===== src/rtl/coa_pkg.sv =====
// Shared COA CPU definitions: control-word bit positions and the memory
// interface state encoding.
package coa_pkg;

    localparam int CON_W       = 32;
    localparam int CON_PC2MAR  = 0;
    localparam int CON_MBR2MAR = 1;
    localparam int CON_PCLD    = 2;
    localparam int CON_MRD     = 3;
    localparam int CON_MWR     = 4;
    localparam int CON_ACC2MBR = 5;
    localparam int CON_ERRCLR  = 6;
    localparam int CON_PCINC   = 14;

    typedef logic [1:0] mem_state_t;

    localparam mem_state_t ST_IDLE    = 2'd0;
    localparam mem_state_t ST_RD_WAIT = 2'd1;
    localparam mem_state_t ST_WR_WAIT = 2'd2;

endpackage


===== src/rtl/mem_wait_timer.sv =====
// Wait-state counter for the memory handshake: synchronous clear, count enable,
// and a terminal flag in the wait cycle that would bring the count to WAIT_MAX.
module mem_wait_timer
    import coa_pkg::*;
#(
    parameter int WAIT_MAX = 15
) (
    input  logic clk_i,
    input  logic rst_n_i,
    input  logic clr_i,
    input  logic en_i,
    output logic tc_o
);

    localparam int CW = $clog2(WAIT_MAX + 1);

    logic [CW-1:0] count_q;
    logic [CW-1:0] count_d;

    always_comb begin
        count_d = count_q;
        if (clr_i) begin
            count_d = '0;
        end else if (en_i) begin
            count_d = count_q + CW'(1);
        end
    end

    always_ff @(posedge clk_i or negedge rst_n_i) begin
        if (!rst_n_i) begin
            count_q <= '0;
        end else begin
            count_q <= count_d;
        end
    end

    assign tc_o = en_i && (count_q == CW'(WAIT_MAX - 1));

endmodule


===== src/rtl/mem_if_unit.sv =====
// COA CPU memory interface: MAR/MBR registers and the single-port request/ack
// handshake with wait-state timeout and sticky error reporting.
module mem_if_unit
    import coa_pkg::*;
#(
    parameter int AW       = 8,
    parameter int DW       = 16,
    parameter int WAIT_MAX = 15
) (
    input  logic             CLK,
    input  logic             RST_N,
    input  logic [CON_W-1:0] CON,
    input  logic [AW-1:0]    PC_IN,
    input  logic [DW-1:0]    ACC_IN,
    output logic [AW-1:0]    MAR_OUT,
    output logic [DW-1:0]    MBR_OUT,
    output logic             MEM_REQ,
    output logic             MEM_WE,
    output logic [AW-1:0]    MEM_ADDR,
    output logic [DW-1:0]    MEM_WDATA,
    input  logic [DW-1:0]    MEM_RDATA,
    input  logic             MEM_ACK,
    output logic             BUSY,
    output logic             DONE,
    output logic             ERR
);

    mem_state_t    state_q, state_d;
    logic [AW-1:0] mar_q, mar_d;
    logic [DW-1:0] mbr_q, mbr_d;
    logic          done_q, done_d;
    logic          err_q, err_d;
    logic          busy;
    logic          timeout;
    logic          unused_con;

    assign busy       = (state_q != ST_IDLE);
    assign unused_con = ^{CON[CON_W-1:CON_ERRCLR+1], CON[CON_PCLD]};

    mem_wait_timer #(
        .WAIT_MAX(WAIT_MAX)
    ) u_wait_timer (
        .clk_i  (CLK),
        .rst_n_i(RST_N),
        .clr_i  (!busy),
        .en_i   (busy && !MEM_ACK),
        .tc_o   (timeout)
    );

    // NOTE: every variable gets a default before the case so no path leaves it unassigned (no latches).
    always_comb begin
        state_d = state_q;
        mar_d   = mar_q;
        mbr_d   = mbr_q;
        done_d  = 1'b0;
        err_d   = err_q;

        // Clear first so a new error raised below in the same cycle takes priority.
        if (CON[CON_ERRCLR]) begin
            err_d = 1'b0;
        end

        case (state_q)
            ST_IDLE: begin
                if (CON[CON_MBR2MAR]) begin
                    mar_d = mbr_q[AW-1:0];
                end else if (CON[CON_PC2MAR]) begin
                    mar_d = PC_IN;
                end
                if (CON[CON_ACC2MBR]) begin
                    mbr_d = ACC_IN;
                end
                if (CON[CON_MRD] && CON[CON_MWR]) begin
                    err_d = 1'b1;
                end else if (CON[CON_MRD]) begin
                    state_d = ST_RD_WAIT;
                end else if (CON[CON_MWR]) begin
                    state_d = ST_WR_WAIT;
                end
            end
            ST_RD_WAIT, ST_WR_WAIT: begin
                if (MEM_ACK) begin
                    if (state_q == ST_RD_WAIT) begin
                        mbr_d = MEM_RDATA;
                    end
                    done_d  = 1'b1;
                    state_d = ST_IDLE;
                end else if (timeout) begin
                    err_d   = 1'b1;
                    state_d = ST_IDLE;
                end
            end
            default: state_d = ST_IDLE;
        endcase
    end

    // NOTE: sequential state uses non-blocking assignments so every flop samples pre-edge values.
    always_ff @(posedge CLK or negedge RST_N) begin
        if (!RST_N) begin
            state_q <= ST_IDLE;
            mar_q   <= '0;
            mbr_q   <= '0;
            done_q  <= 1'b0;
            err_q   <= 1'b0;
        end else begin
            state_q <= state_d;
            mar_q   <= mar_d;
            mbr_q   <= mbr_d;
            done_q  <= done_d;
            err_q   <= err_d;
        end
    end

    assign MAR_OUT   = mar_q;
    assign MBR_OUT   = mbr_q;
    assign MEM_ADDR  = mar_q;
    assign MEM_WDATA = mbr_q;
    assign MEM_REQ   = busy;
    assign MEM_WE    = (state_q == ST_WR_WAIT);
    assign BUSY      = busy;
    assign DONE      = done_q;
    assign ERR       = err_q;

endmodule


===== config.mk =====
export PLATFORM = sky130hd
export DESIGN_NAME = mem_if_unit
export DESIGN_NICKNAME = d
export VERILOG_FILES = /design/src/rtl/coa_pkg.sv /design/src/rtl/mem_wait_timer.sv /design/src/rtl/mem_if_unit.sv
export SDC_FILE = /design/constraint.sdc
export NUM_CORES = 1
export LEC_CHECK = 0
export CORE_MARGIN = 1
export CORE_UTILIZATION = 39
export CTS_CLUSTER_SIZE = 16
export DETAILED_ROUTE_END_ITERATION = 8
export PLACE_DENSITY = 0.85
export SKIP_CTS_REPAIR_TIMING = 1
export SLEW_MARGIN = 20
export SYNTH_ARGS = -nofsm -noshare
export SYNTH_HDL_FRONTEND = slang
export SYNTH_HIERARCHICAL = 1
export SYNTH_SLANG_ARGS = --single-unit

===== constraint.sdc =====
create_clock -name CLK -period 5.65 [get_ports CLK]
set_input_delay 0.8475 -clock CLK [delete_from_list [all_inputs] [get_ports CLK]]
set_output_delay 0.8475 -clock CLK [all_outputs]
set_load 0.01 [all_outputs]

==> reports/metrics.cfg <==
[floorplanning]
start_util_pct = 40.95
coreArea_um2 = 4755
die_area_um2 = 5279
ios = 128
rows = 25
die_h_um = 72.66
die_x_um = 72.66

[synthesis]
yosys_warnings = 6
syn_nets = 252
ys.flop_type = dfrtp_1
synth_cell_types = 33
synth_top_area_cell = dfrtp_1
ys_ff_latch = 32
synthesis.instances = 171
synth.avg_cell_area_um2 = 11.39
synth_top_cell_area_share_pct = 41.13
async_reset_ff_share_pct = 100.0
synthTopCellsByArea = dfrtp_1 41%, mux2_2 13%, buf_4 9.6%
ys_seq_area_share_pct = 41.13
synthMostInstantiatedCell = dfrtp_1
yosys-top-cells-count = 32 x dfrtp_1, 25 x buf_4, 22 x mux2_2
synth_edf_count = 0
syn-cell-area_um2 = 1947

[placed_design]
dpl_cell_area_um2 = 2811
dp_hpwl_mm = 3.394
finalWeightedCongestion = 0.7785
place.port_buffers = 101

[layout]
fillers = 406
final_area_um2 = 2889
multi_input_area_um2 = 885.9
n_antenna_cell = 0
regArea_um2 = 800.8
final_nets = 330
final_layout_size_suffix_gt1_share_pct = 17.67
syn_to_final_growth_pct = 48.39

[grt]
overflow = 0
grt_pass1_wl_mm = 6.837
grt_pass1_vias = 1417
antenna_found_initial = 0
grt_max_degree = 33
grtUsageTotal_pct = 17.30

[routing]
dr.max_layer_used = met4
dr_wl_met3_um = 184
antenna_left = 0
m1WireLength_mm = 1.819
vias_per_cell = 4.801
vias = 1517
firstDrtPassIters = 3
drtIter0Drc = 75
routedWlPerCell_um = 14.45
wl_met2_mm = 2.488
drt_wl_total_mm = 4.565
drc = 0

[critical_path]
slowest_stage = clkdlybuf4s50_1
path_class = flip-flop to output port
crit_path_frequent_cell = inv_1
worstPathMaxFanout = 13
slowest_delay_ns = 0.56
setup.worst_path.end_class = output port
path_cells = inv_1, ha_1, inv_1, clkdlybuf4s50_1
startpoint_type = flip-flop
cp.required_ns = 4.80
cp.arrival_ns = 2.15

[cts]
clk_pin_slew_worst_paths_ns = 0.06
root_buffer = clkbuf_8
cts.sinks = 32
insertion_delay_ns = 0.28
numCtsBuffers = 5
cts_max_path_buffers = 2
htreeDepth = 2
tritoncts = yes

[sta]
fmax_mhz = 334.1
slew_headroom_pct = 37.84
slew_viol_final = 0
hold_viol = 0
post-route-period-util_pct = 52.98
tightest_slew_ns = 0.9323
holdWs_ns = 0.5194
rsz0062_at_grt = no
setup_viol = 0
finalSetupTns_ns = 0
period_minus_slack_ns = 2.993
fin_worst_skew_ns = 0.006248

[pwr]
p_per_area_nw_per_um2 = 543.9
p_leak_nw = 1.224
peakVddDrop_uv = 211.4

[status]
outcome = complete, no violations

[run]
cap_violations = 0

[hold_path]
min_path_type = flip-flop to flip-flop

logic make-up after synthesis:
kind of cell	after synthesis	share of synthesized area, %
adders and majority gates	6	3.856
muxes	34	21.92
buffers and inverters	37	13.37
DFF	32	41.13
xor gates and xnor gates	1	0.4500
and+or+nand+nor	34	10.80
AOI/OAI and AO/OA	27	8.483
path summary, 6_finish.rpt:
check / from / endpoint / slack [ns] / cells past startpoint
worst max-delay path: state_q[1] / BUSY / 2.66 / 4
worst min-delay path: MAR_OUT[1] / MAR_OUT[1] / 0.52 / 2
worst max register to register: state_q[1] / MBR_OUT[11] / 2.90 / 5
worst min register to register: MAR_OUT[1] / MAR_OUT[1] / 0.52 / 2
max in group asynchronous: RST_N / MBR_OUT[9] / 4.39 / 2
min in group asynchronous: RST_N / MBR_OUT[4] / 0.96 / 2
critical path, delay by kind of cell (launching register included):
family	cells	cell delay [ns]
adder cells (fa/ha/maj)	1	0.45
flip-flops	1	0.43
buffers and inverters	3	0.99
state kept, by name, indices dropped and copies added, names as in the netlist:
| register | count |
|---|---|
| ERR | 1 |
| state_q | 2 |
| MAR_OUT | 8 |
| u_wait_timer/count_q | 4 |
| DONE | 1 |
| MBR_OUT | 16 |
per-stage QoR:
stage | instances | worst slack, ns | util, % | total power [mW]
finish | 316 | 2.657 | 60.76 | 1.571
global route | 316 | 2.456 | 60.76 | 1.670
CTS | 316 | 2.632 | 60.76 | 1.590
detailed placement | 309 | 2.820 | 59.13 | 1.425
global placement | 309 | 2.857 | 59.13 | 1.400
floorplan | 171 | 3.436 | - | 1.082
layer usage:
layer	global-route usage (%)	up-vias
li1	-	729
met1	20.00	737
met2	31.36	44
met3	3.177	7
met4	7.190	0
met5	0	-
final cells by class:
type                       count  share of cell area, %
clock buffer                   6                  2.512
inverter                       6                 0.7796
timing repair buffer         102                  35.25
multi-input combinational    102                  30.66
clock inverter                 1                 0.1732
tap                           67                  2.902
sequential                    32                  27.72
placed cells by master (no fill, tap or decap):
cell / netlist / final
nand2_1: 11 / 11
clkdlybuf4s50_1: 0 / 101
buf_4: 25 / 1
mux2_4: 11 / 11
nor2_1: 3 / 3
a21bo_2: 1 / 1
or2b_1: 1 / 1
and3b_1: 9 / 9
a21oi_4: 1 / 1
clkinv_2: 0 / 1
or3_1: 1 / 1
nand2b_1: 2 / 2
nand3b_1: 1 / 1
inv_1: 6 / 6
o21ai_1: 1 / 1
clkbuf_1: 1 / 1
o211ai_1: 2 / 2
and4_1: 1 / 1
a31oi_1: 1 / 1
nand4_1: 1 / 1
dfrtp_1: 32 / 32
ha_1: 6 / 6
mux2i_2: 1 / 1
nor3b_2: 1 / 1
nand3_1: 1 / 1
xnor2_1: 1 / 1
and2_1: 1 / 1
a21oi_1: 10 / 10
mux2_2: 22 / 22
o311ai_0: 2 / 2
nor2b_1: 1 / 1
o21ai_0: 9 / 9
clkbuf_8: 0 / 5
power breakdown:
| part | switching, mW | internal (mW) | leakage (nW) | total [mW] |
|---|---|---|---|---|
| clock | 0.0788 | 0.0835 | 0.0410 | 0.162 |
| sequential | 0.0917 | 0.336 | 0.395 | 0.428 |
| combinational | 0.384 | 0.596 | 0.788 | 0.981 |
| total | 0.555 | 1.02 | 1.22 | 1.57 |
No activity file was read; power rests on OpenSTA's default activity.
==> patch, RTL diff (config.mk and constraints unchanged) <==
Set the package constant `CON_ERRCLR` to 3 (it was 6).
--- a/src/rtl/coa_pkg.sv
+++ b/src/rtl/coa_pkg.sv
@@ -10,5 +10,5 @@
     localparam int CON_MWR     = 4;
     localparam int CON_ACC2MBR = 5;
-    localparam int CON_ERRCLR  = 6;
+    localparam int CON_ERRCLR  = 3;
     localparam int CON_PCINC   = 14;
 
Behaviour: not the same (a bounded check fails within 4 cycles, from zero or initial values and one cycle with RST_N low).
==> patch against the unedited design <==
  * Setup slack got worse by 2.1 ps
  * Cell area is essentially flat
  * Combinational power hardly changed
  * Area after synthesis is 0.19% lower
  * Clock skew fell by 0.93 ps
  * Count of clock-buffer cells in the layout increased by 2
  * Sequential cell count unchanged
  * Wire length decreased by 4.2%
  * Cell count decreased by 0.32%
  * Power up 1.3%
  * Largest power group unchanged
==> patch: results (changes against the unedited design) <==
Outcome
  • Status: finished, final reports clean

Layout
  • Layout cell share with drive strength beyond 1: 17.7% (+0.071 points)
  • Final Instance Count excl. Fillers: 315 (-0.32%)
  • Max reg flops: 16 (unchanged)
  • Nets@finish: 328 (-0.61%)
  • Number of diodes: 0 (unchanged)

Yosys
  • Mapped Cells: 170 (-0.58%)
  • Sequential share of the synthesized area: 41.2% (+0.079 points)
  • Synth cell types: 33 (unchanged)
  • Ys flop type: dfrtp_1
  • Syn_nets: 251 (-0.40%)
  • Top post-synthesis cells by area: dfrtp_1 (41%), mux2_2 (13%), buf_4 (9.7%)
  • Ys Warns: 6 (unchanged)
  • Synth top cells by count: dfrtp_1 (32), buf_4 (25), mux2_2 (22)

Global routing
  • Met2 usage: 31.6% (+0.21 points)
  • Met1 Usage GRT: 19.5% (-0.55 points)
  • Initial antenna violation count: 0 (unchanged)
  • All-Layer GR Usage: 17.5% (+0.17 points)
  • Global-route wire length before repair: 6980 µm (+2.0%)
  • Number of global-route vias before repair: 1531 (+8.0%)
  • Largest net degree at the start of global routing: 33 (unchanged)
  • Met3 Use GR: 4.42% (+1.2 points)

Placement
  • Place WS: 2810 ps (-4.90 ps)
  • Gpl congestion: 0.729 (-6.4%)
  • Detailed placement HPWL: 3280 µm (-3.4%)
  • Port bufs: 100 (-0.99%)
  • DP Cell Count: 307 (-0.65%)

Clocking
  • CTS buffer count: 5 (unchanged)
  • CTS root buf: clkbuf_8
  • Latest clock arrival within the worst-skew pair: 280 ps (about the same)
  • Worst-path clk slew: 60 ps (about the same)
  • CTS Buffer Depth: 2 (unchanged)

Worst setup path
  • Crit-path max FO: 13 (unchanged)
  • Worst r2r src: state_q[0]$_DFFE_PN0P_
  • Register-to-Register Setup Slack: 2900 ps (about the same)
  • RR Endpoint: MBR_OUT[8]$_DFFE_PN0P_
  • Crit path max-delay family: buffers and inverters
  • Worst setup SP type: flip-flop
  • Cells on worst reg2reg path: 5 (unchanged)
  • Crit path arrival time: 2150 ps (about the same)
  • Worst path max stage delay: 560 ps (about the same)

Timing
  • Clk_skew: 5.32 ps (-0.927 ps)
  • Relative slew margins: 38.7% (+0.88 points)

Power
  • Max VDD drop: 0.285 mV (+35%)
  • Lkg Pwr: 1.22 nW (-0.39%)

Drt
  • Vias per inst: 4.81 (+0.12%)
  • Met3 routed WL: 217 µm (+18%)
  • Top Metal Used: met4
  • Aggregate routed wire length: 4370 µm (-4.2%)
  • DR pass1 iterations: 4 (+1)
  • Met2 wire length: 2390 µm (-3.9%)
  • DR iter-0 viols: 41 (-45%)
  • Metal-1 WL: 1700 µm (-6.4%)

Hold path
  • Min-delay src: MAR_OUT[0]$_DFFE_PN0P_
  • Hold path depth: 2 (unchanged)
  • Hold worst-path end: MAR_OUT[0]$_DFFE_PN0P_
  • Hold WC Path Type: reg2reg
[patch: cell types whose count changed after synthesis, sizes merged]
cell	delta
inv	-1
[patch: worst max path at each step]
stage                         endpoint  slack [ps]  cells past startpoint
2_1_floorplan                  MEM_REQ        3440                      6
3_3_place_gp   MBR_OUT[13]$_DFFE_PN0P_        2860                      5
3_5_place_dp    MBR_OUT[8]$_DFFE_PN0P_        2810                      5
4_1_cts                           BUSY        2640                      4
5_1_grt                           BUSY        2480                      4
6_report                          BUSY        2650                      4
[patch: worst register-to-register path, stage by stage, from the launching register on]
cell and delay [ps]:
dfrtp_1 410, inv_1 90, ha_1 900, mux2i_2 200, a21oi_4 620, mux2_2 420
[patch: cell type report]
cell class | instances | area, µm²
fillers | 397 | 1870
repair buffers | 101 | 1010
multi-input cells | 102 | 886
flip-flops and latches | 32 | 801
clock buffers | 8 | 90.1
well taps | 67 | 83.8
inverters | 5 | 18.8
[patch: stage by stage]
| step | instance area [µm²] | hold slack, ps |
|---|---|---|
| finish | 2890 | 516 |
| global route | 2890 | 541 |
| CTS | 2890 | 514 |
| detailed placement | 2800 | 500 |
| global placement | 2800 | 490 |
| floorplan | 1940 | 535 |
[patch: cell families after synthesis]
group           Yosys count  share of synthesized area [%]
buf+inv                  36                           13.2
mux                      34                           22.0
simple gates             34                           10.8
flops                    32                           41.2
compound gates           27                           8.50
fa+ha+maj                 6                           3.86
xor+xnor                  1                          0.451
[patch: report_power, final]
| group | total [mW] | switching (mW) | internal (mW) |
|---|---|---|---|
| Sequential | 0.429 | 0.0929 | 0.336 |
| Combinational | 0.981 | 0.385 | 0.596 |
| Clock | 0.181 | 0.0817 | 0.0992 |
